[src/rtl/fft5_pkg.sv]
// rtl/fft5_pkg.sv - shared constants, read-FSM encoding and frame-length helpers for the FFT5 feeder
package fft5_pkg;

  localparam int FFT5_N5  = 5;
  localparam int FFT5_N25 = 25;

  localparam logic [1:0] ST_5  = 2'd1;
  localparam logic [1:0] ST_25 = 2'd2;

  typedef logic [1:0] rd_state_t;
  localparam rd_state_t RD_IDLE  = 2'd0;
  localparam rd_state_t RD_BURST = 2'd1;
  localparam rd_state_t RD_GAP   = 2'd2;

  function automatic logic [4:0] fn_frame_len(input logic [1:0] st);
    case (st)
      ST_5:    return 5'(FFT5_N5);
      ST_25:   return 5'(FFT5_N25);
      default: return 5'd0;
    endcase
  endfunction

  function automatic logic fn_stages_ok(input logic [1:0] st);
    return (st == ST_5) || (st == ST_25);
  endfunction

endpackage

[src/rtl/feeder_bank.sv]
// rtl/feeder_bank.sv - one frame bank: single write port, registered read port that returns 0 when idle
module feeder_bank #(
  parameter int W     = 36,
  parameter int DEPTH = 25,
  parameter int AW    = $clog2(DEPTH)
) (
  input  logic          clk,
  input  logic          rst,
  input  logic          we_i,
  input  logic [AW-1:0] waddr_i,
  input  logic [W-1:0]  wdata_i,
  input  logic          re_i,
  input  logic [AW-1:0] raddr_i,
  output logic [W-1:0]  rdata_o
);

  logic [W-1:0] mem [DEPTH];
  logic [W-1:0] rdata_q;

  always_ff @(posedge clk) begin
    if (we_i) mem[waddr_i] <= wdata_i;
  end

  // Clearing on idle lets the top OR both banks together instead of muxing.
  always_ff @(posedge clk or posedge rst) begin
    if (rst)       rdata_q <= '0;
    else if (re_i) rdata_q <= mem[raddr_i];
    else           rdata_q <= '0;
  end

  assign rdata_o = rdata_q;

endmodule

[src/rtl/fft5_frame_feeder.sv]
// rtl/fft5_frame_feeder.sv - ping-pong frame assembler emitting contiguous FFT5 input bursts
// Optional feature macro: FEEDER_CONJ_EN (conjugate frames tagged inv=1 on the read path).
module fft5_frame_feeder
  import fft5_pkg::*;
#(
  parameter int WIDTH   = 18,
  parameter int MIN_GAP = 0
) (
  input  logic             clk,
  input  logic             rst,
  input  logic             flush,
  input  logic [1:0]       stages,
  input  logic             inv,
  input  logic             in_valid,
  output logic             in_ready,
  input  logic [WIDTH-1:0] in_re,
  input  logic [WIDTH-1:0] in_im,
  output logic             do_en,
  output logic [WIDTH-1:0] do_re,
  output logic [WIDTH-1:0] do_im,
  output logic [1:0]       do_stages
);

  localparam int DW = 2 * WIDTH;

  logic [1:0]      full_q, full_d;
  logic            wr_bank_q, wr_bank_d;
  logic [4:0]      wr_cnt_q, wr_cnt_d;
  logic [1:0][1:0] tag_st_q, tag_st_d;
  logic            rd_bank_q, rd_bank_d;
  logic [4:0]      rd_idx_q, rd_idx_d;
  rd_state_t       state_q, state_d;
  logic [15:0]     gap_q, gap_d;
  logic            do_en_q, do_en_d;
  logic [1:0]      do_stages_q, do_stages_d;

  logic [4:0] wr_len, rd_len, emit_idx;
  logic       wr_acc, wr_last, start, emit, rd_last;
  logic [DW-1:0] rd_data [2];
  logic [DW-1:0] rd_word;
  logic [WIDTH-1:0] rd_im;

  // Frame length comes from the live stages input only for the first sample.
  always_comb begin
    wr_len   = (wr_cnt_q == 5'd0) ? fn_frame_len(stages) : fn_frame_len(tag_st_q[wr_bank_q]);
    in_ready = !flush && !full_q[wr_bank_q] && ((wr_cnt_q != 5'd0) || fn_stages_ok(stages));
    wr_acc   = in_valid && in_ready;
    wr_last  = wr_acc && (wr_cnt_q == wr_len - 5'd1);
  end

  always_comb begin
    rd_len   = fn_frame_len(tag_st_q[rd_bank_q]);
    start    = (state_q == RD_IDLE) && full_q[rd_bank_q];
    emit     = start || (state_q == RD_BURST);
    emit_idx = start ? 5'd0 : rd_idx_q;
    rd_last  = emit && (emit_idx == rd_len - 5'd1);
  end

  always_comb begin
    full_d      = full_q;
    wr_bank_d   = wr_bank_q;
    wr_cnt_d    = wr_cnt_q;
    tag_st_d    = tag_st_q;
    rd_bank_d   = rd_bank_q;
    rd_idx_d    = rd_idx_q;
    state_d     = state_q;
    gap_d       = gap_q;
    do_en_d     = emit;
    do_stages_d = start ? tag_st_q[rd_bank_q] : do_stages_q;

    if (wr_acc) begin
      if (wr_cnt_q == 5'd0) tag_st_d[wr_bank_q] = stages;
      if (wr_last) begin
        full_d[wr_bank_q] = 1'b1;
        wr_cnt_d          = 5'd0;
        wr_bank_d         = !wr_bank_q;
      end else begin
        wr_cnt_d = wr_cnt_q + 5'd1;
      end
    end

    case (state_q)
      RD_IDLE: begin
        if (start) begin
          state_d  = RD_BURST;
          rd_idx_d = 5'd1;
        end
      end
      RD_BURST: rd_idx_d = rd_idx_q + 5'd1;
      RD_GAP: begin
        gap_d = gap_q + 16'd1;
        if (int'(gap_q) + 1 >= MIN_GAP) begin
          state_d = RD_IDLE;
          gap_d   = 16'd0;
        end
      end
      default: state_d = RD_IDLE;
    endcase

    // Write and release never target the same bank: writes need !full, release needs full.
    if (rd_last) begin
      full_d[rd_bank_q] = 1'b0;
      rd_bank_d         = !rd_bank_q;
      rd_idx_d          = 5'd0;
      state_d           = (MIN_GAP > 0) ? RD_GAP : RD_IDLE;
    end

    if (flush) begin
      full_d      = 2'b00;
      wr_cnt_d    = 5'd0;
      wr_bank_d   = 1'b0;
      rd_bank_d   = 1'b0;
      rd_idx_d    = 5'd0;
      state_d     = RD_IDLE;
      gap_d       = 16'd0;
      do_en_d     = 1'b0;
      do_stages_d = do_stages_q;
    end
  end

  always_ff @(posedge clk or posedge rst) begin
    if (rst) begin
      full_q      <= 2'b00;
      wr_bank_q   <= 1'b0;
      wr_cnt_q    <= 5'd0;
      tag_st_q    <= '0;
      rd_bank_q   <= 1'b0;
      rd_idx_q    <= 5'd0;
      state_q     <= RD_IDLE;
      gap_q       <= 16'd0;
      do_en_q     <= 1'b0;
      do_stages_q <= 2'd0;
    end else begin
      full_q      <= full_d;
      wr_bank_q   <= wr_bank_d;
      wr_cnt_q    <= wr_cnt_d;
      tag_st_q    <= tag_st_d;
      rd_bank_q   <= rd_bank_d;
      rd_idx_q    <= rd_idx_d;
      state_q     <= state_d;
      gap_q       <= gap_d;
      do_en_q     <= do_en_d;
      do_stages_q <= do_stages_d;
    end
  end

  for (genvar b = 0; b < 2; b++) begin : g_bank
    feeder_bank #(.W(DW), .DEPTH(FFT5_N25), .AW(5)) u_bank (
      .clk     (clk),
      .rst     (rst),
      .we_i    (wr_acc && (wr_bank_q == 1'(b))),
      .waddr_i (wr_cnt_q),
      .wdata_i ({in_re, in_im}),
      .re_i    (emit && !flush && (rd_bank_q == 1'(b))),
      .raddr_i (emit_idx),
      .rdata_o (rd_data[b])
    );
  end

  assign rd_word   = rd_data[0] | rd_data[1];
  assign rd_im     = rd_word[WIDTH-1:0];
  assign do_re     = rd_word[DW-1:WIDTH];
  assign do_en     = do_en_q;
  assign do_stages = do_stages_q;

`ifdef FEEDER_CONJ_EN
  localparam logic [WIDTH-1:0] IM_MIN = {1'b1, {(WIDTH-1){1'b0}}};
  localparam logic [WIDTH-1:0] IM_MAX = {1'b0, {(WIDTH-1){1'b1}}};

  logic [1:0] tag_inv_q;
  logic       do_inv_q;

  always_ff @(posedge clk or posedge rst) begin
    if (rst) begin
      tag_inv_q <= 2'b00;
      do_inv_q  <= 1'b0;
    end else begin
      if (wr_acc && (wr_cnt_q == 5'd0)) tag_inv_q[wr_bank_q] <= inv;
      if (start && !flush)              do_inv_q <= tag_inv_q[rd_bank_q];
    end
  end

  // Negating the most negative value saturates instead of wrapping back to itself.
  assign do_im = !do_inv_q ? rd_im : (rd_im == IM_MIN) ? IM_MAX : (-rd_im);
`else
  logic unused_inv;
  assign unused_inv = inv;
  assign do_im      = rd_im;
`endif

endmodule

[config.mk]
export PLATFORM = sky130hd
export DESIGN_NAME = fft5_frame_feeder
export DESIGN_NICKNAME = d
export VERILOG_FILES = /design/src/rtl/fft5_pkg.sv /design/src/rtl/feeder_bank.sv /design/src/rtl/fft5_frame_feeder.sv
export SDC_FILE = /design/constraint.sdc
export NUM_CORES = 2
export LEC_CHECK = 0
export ABC_AREA = 1
export BUFFER_PORTS_ARGS = -buffer_cell sky130_fd_sc_hd__buf_2
export CORE_MARGIN = 3
export CORE_UTILIZATION = 59
export CTS_BUF_LIST = sky130_fd_sc_hd__clkbuf_2 sky130_fd_sc_hd__clkbuf_4 sky130_fd_sc_hd__clkbuf_8
export CTS_CLUSTER_DIAMETER = 60
export DETAILED_ROUTE_END_ITERATION = 8
export PLACE_DENSITY = 0.83
export SYNTH_ARGS = -nofsm -noshare
export SYNTH_HDL_FRONTEND = slang
export SYNTH_SLANG_ARGS = --single-unit
[constraint.sdc]
create_clock -name clk -period 3.23 [get_ports clk]
set_input_delay 0.646 -clock clk [delete_from_list [all_inputs] [get_ports clk]]
set_output_delay 0.646 -clock clk [all_outputs]
set_load 0.02 [all_outputs]
==> results.toml <==
[outcome]
status = "finished clean"

[worst_setup_path]
reg2reg_depth = 10
critPathArrivalTime_ps = 2440
critPathSlowestCell = "dfrtp_1"
critical_path_class = "reg2out"
path_common_cell = "inv_1"
required_ps = 2580
worstSetupEndpointType = "output pin"
crit_fanout = 6
critPathLaunchType = "register"
path_cells = "inv_1, ha_1, inv_1, nor2_1, nand3_1, nand2_1, inv_1, buf_2"
slowest_delay_ps = 420

[power]
ir_drop_v = 0.000406
seq_power_share_pct = 50.2
pwr_density_cell_nw_per_um2 = 618
pwr-share-comb_pct = 12.5
power.leakage_uw = 0.0314
p_total_uw = 54100
p_clk_share_pct = 37.3
switching_power_uw = 14100
p_sw_share_pct = 26.0
internal-power_uw = 40000

[cts]
cts_tree = "yes"
root_buffer = "clkbuf_8"
holdBufCountCts = 3
cts_max_level = 5
clkTransAtPathRegs_ps = 60
worst_skew_pair.late_latency_ps = 990
cts_buffers = 304
cts_setup_buffers = 0
cts_sinks = 1894
ctsResizeCount = 0
cts_max_path_buffers = 4

[floorplanning]
initial_core_util_pct = 59.6
io_pins = 83
core_area_um2 = 130000
die-area_um2 = 135000
num_rows = 132
die_h_um = 368
dieWidth_um = 368

[cells_and_area]
nets = 6595
multi_input_area_um2 = 18700
layout_common_cells = "nand3_1 (2411), edfxtp_1 (1800), nand2_1 (988), clkbuf_8 (324), nor2_1 (176)"
nFillCells = 8294
seq_area_um2 = 56400
fin_area_um2 = 87500
area_delta_synth_final_pct = 13.1
final_cells = 8506
layout-drive-gt1-share_pct = 14.5
layout_commonest_cell = "nand3_1"

[yosys]
yosysWarningCount = 0
syn_nets = 6448
synth_top_area_share_pct = 69.9
synth-simple-area-share_pct = 22.5
muxShareOfSynthArea_pct = 0
synth_seq_cells = 1894
synthAdderAreaFrac_pct = 0.210
synth_top_family_by_area = "simple AND/OR/NAND/NOR gates"
async_reset_ff_share_pct = 4.96
synth_edf_count = 1800
synth_ff_type = "edfxtp_1"
avgSynthCellArea_um2 = 12.1
synth_largest_area_cell = "edfxtp_1"
synth.top_cells.by_area = "edfxtp_1 (70%), nand3_1 (16%), nand2_1 (4.8%)"
syn-cell-area_um2 = 77300
synth-seq-area-share_pct = 72.9
synth-compound-area-share_pct = 0.747
synthXorXnorAreaFrac_pct = 0.0906
synth_cell_types = 30
syn_inst = 6392

[grt]
grt_start_max_net_pins = 155
antenna_found_initial = 15
grt_overflow = 0
grt_pass1_wl_um = 333000
track_usage_pct = 32.8
grt_pass1_vias = 55310

[timing]
finClkSkew_ps = 70.2
fin_hold_ws_ps = 143
max-slew-margin-rel_pct = 29.0
tightest_slew_ps = 1060
finalHoldViolations = 0
fmax_mhz = 324
fin_crit_sh_pct = 95.4
worst_slack_ps = 148
rsz0062_at_grt = "no"
min_period_ps = 3080
slew_violations = 0
setup_viol = 0

[worst_hold_path]
hold_depth = 5
hold_class = "in2reg"

[placement]
dp_slack_ps = 209
port_buffers = 81
dp_cells = 7972
dp_hpwl_um = 125000
place_congestion = 0.863
dpl_cell_area_um2 = 81600

[drt]
wirelength_um = 225000
ant_nets = 0
vias_per_cell = 6.59
first_pass_iters = 9
routedWlPerCell_um = 26.5
drc_errors = 0
drtIter0Drc = 9349
vias = 56040

[job]
drv_cap = 0
-- kinds of logic after synthesis --
family          count (synthesis)
xor+xnor                        8
simple gates                 3753
fa+ha+maj                      13
compound gates                107
buf+inv                       617
flops                        1894
-- through the flow --
stage	utilization, %	setup TNS, ps
floorplan	-	-109030
global placement	62.9	0
CTS	67.4	0
global route	67.4	0
finish	67.4	0
detailed placement	62.9	0
-- synth_stat cells (all sizes together), types with 2 or more instances --
master,count
o2111ai,2
nor2,226
nand3,2413
o21ai,17
nor3,2
edfxtp,1800
a21oi,74
o211ai,11
inv,125
nand2,997
clkbuf,189
dfrtp,94
ha,13
nand4,5
clkinv,2
xor2,7
buf,301
or2,105
o21a,2
nand3b,5
-- flip-flops by register name, indices dropped and copies added (netlist names) --
register / cells
rd_idx_q: 5
tag_st_q: 4
g_bank.u_bank.mem: 1800
full_q: 2
state_q: 1
g_bank.u_bank.rdata_o: 72
wr_bank_q: 1
do_en: 1
rd_bank_q: 1
do_stages: 2
wr_cnt_q: 5
-- layer usage --
layer  track usage (%)  vias to the layer above  routed length, um
li1                  -                    23521                  -
met2              50.0                     5046             103000
met1              41.9                    26535              73500
met5                 0                        -                 34
met3              8.66                      932              33300
met4              21.5                        6              15200
-- cell type report --
cell class / count / share of cell area (%)
diodes: 10 / 0.0286
clock buffers: 440 / 6.09
clock inverters: 81 / 0.616
inverters: 127 / 0.576
multi-input cells: 3881 / 21.3
flip-flops and latches: 1894 / 64.5
well taps: 1742 / 2.49
repair buffers: 331 / 4.40
-- power groups by stage --
stage                     sequential, uW  combinational (uW)  clock, uW
after floorplan                    27600                4300          0
after global placement             27600                6270          0
after detailed placement           27600                6530          0
after CTS                          27100                6610      20200
after global routing               27100                7260      21300
final                              27100                6780      20200
-- path summary, 6_finish.rpt --
kind                                                           to  slack (ps)                     from
setup reg to reg           g_bank[0].u_bank.rdata_o[22]$_DFF_PP0_         160    rd_bank_q$_DFFE_PP0P_
min in group asynchronous                do_stages[1]$_DFFE_PP0P_         290                      rst
setup / recovery                                         in_ready         150  wr_cnt_q[0]$_DFFE_PP0P_
hold reg to reg                           tag_st_q[3]$_DFFE_PP0P_         500  tag_st_q[3]$_DFFE_PP0P_
max in group asynchronous  g_bank[1].u_bank.rdata_o[16]$_DFF_PP0_        2150                      rst
hold / removal                              wr_bank_q$_DFFE_PP0P_         140                    flush
-- critical path, delay by kind of cell (launching register included) --
kind                       cells  cell delay [ps]
adders and majority gates      1              200
and+or+nand+nor                3              410
buffers and inverters          4              420
DFF                            1              420
No activity file was read; power rests on OpenSTA's default activity.
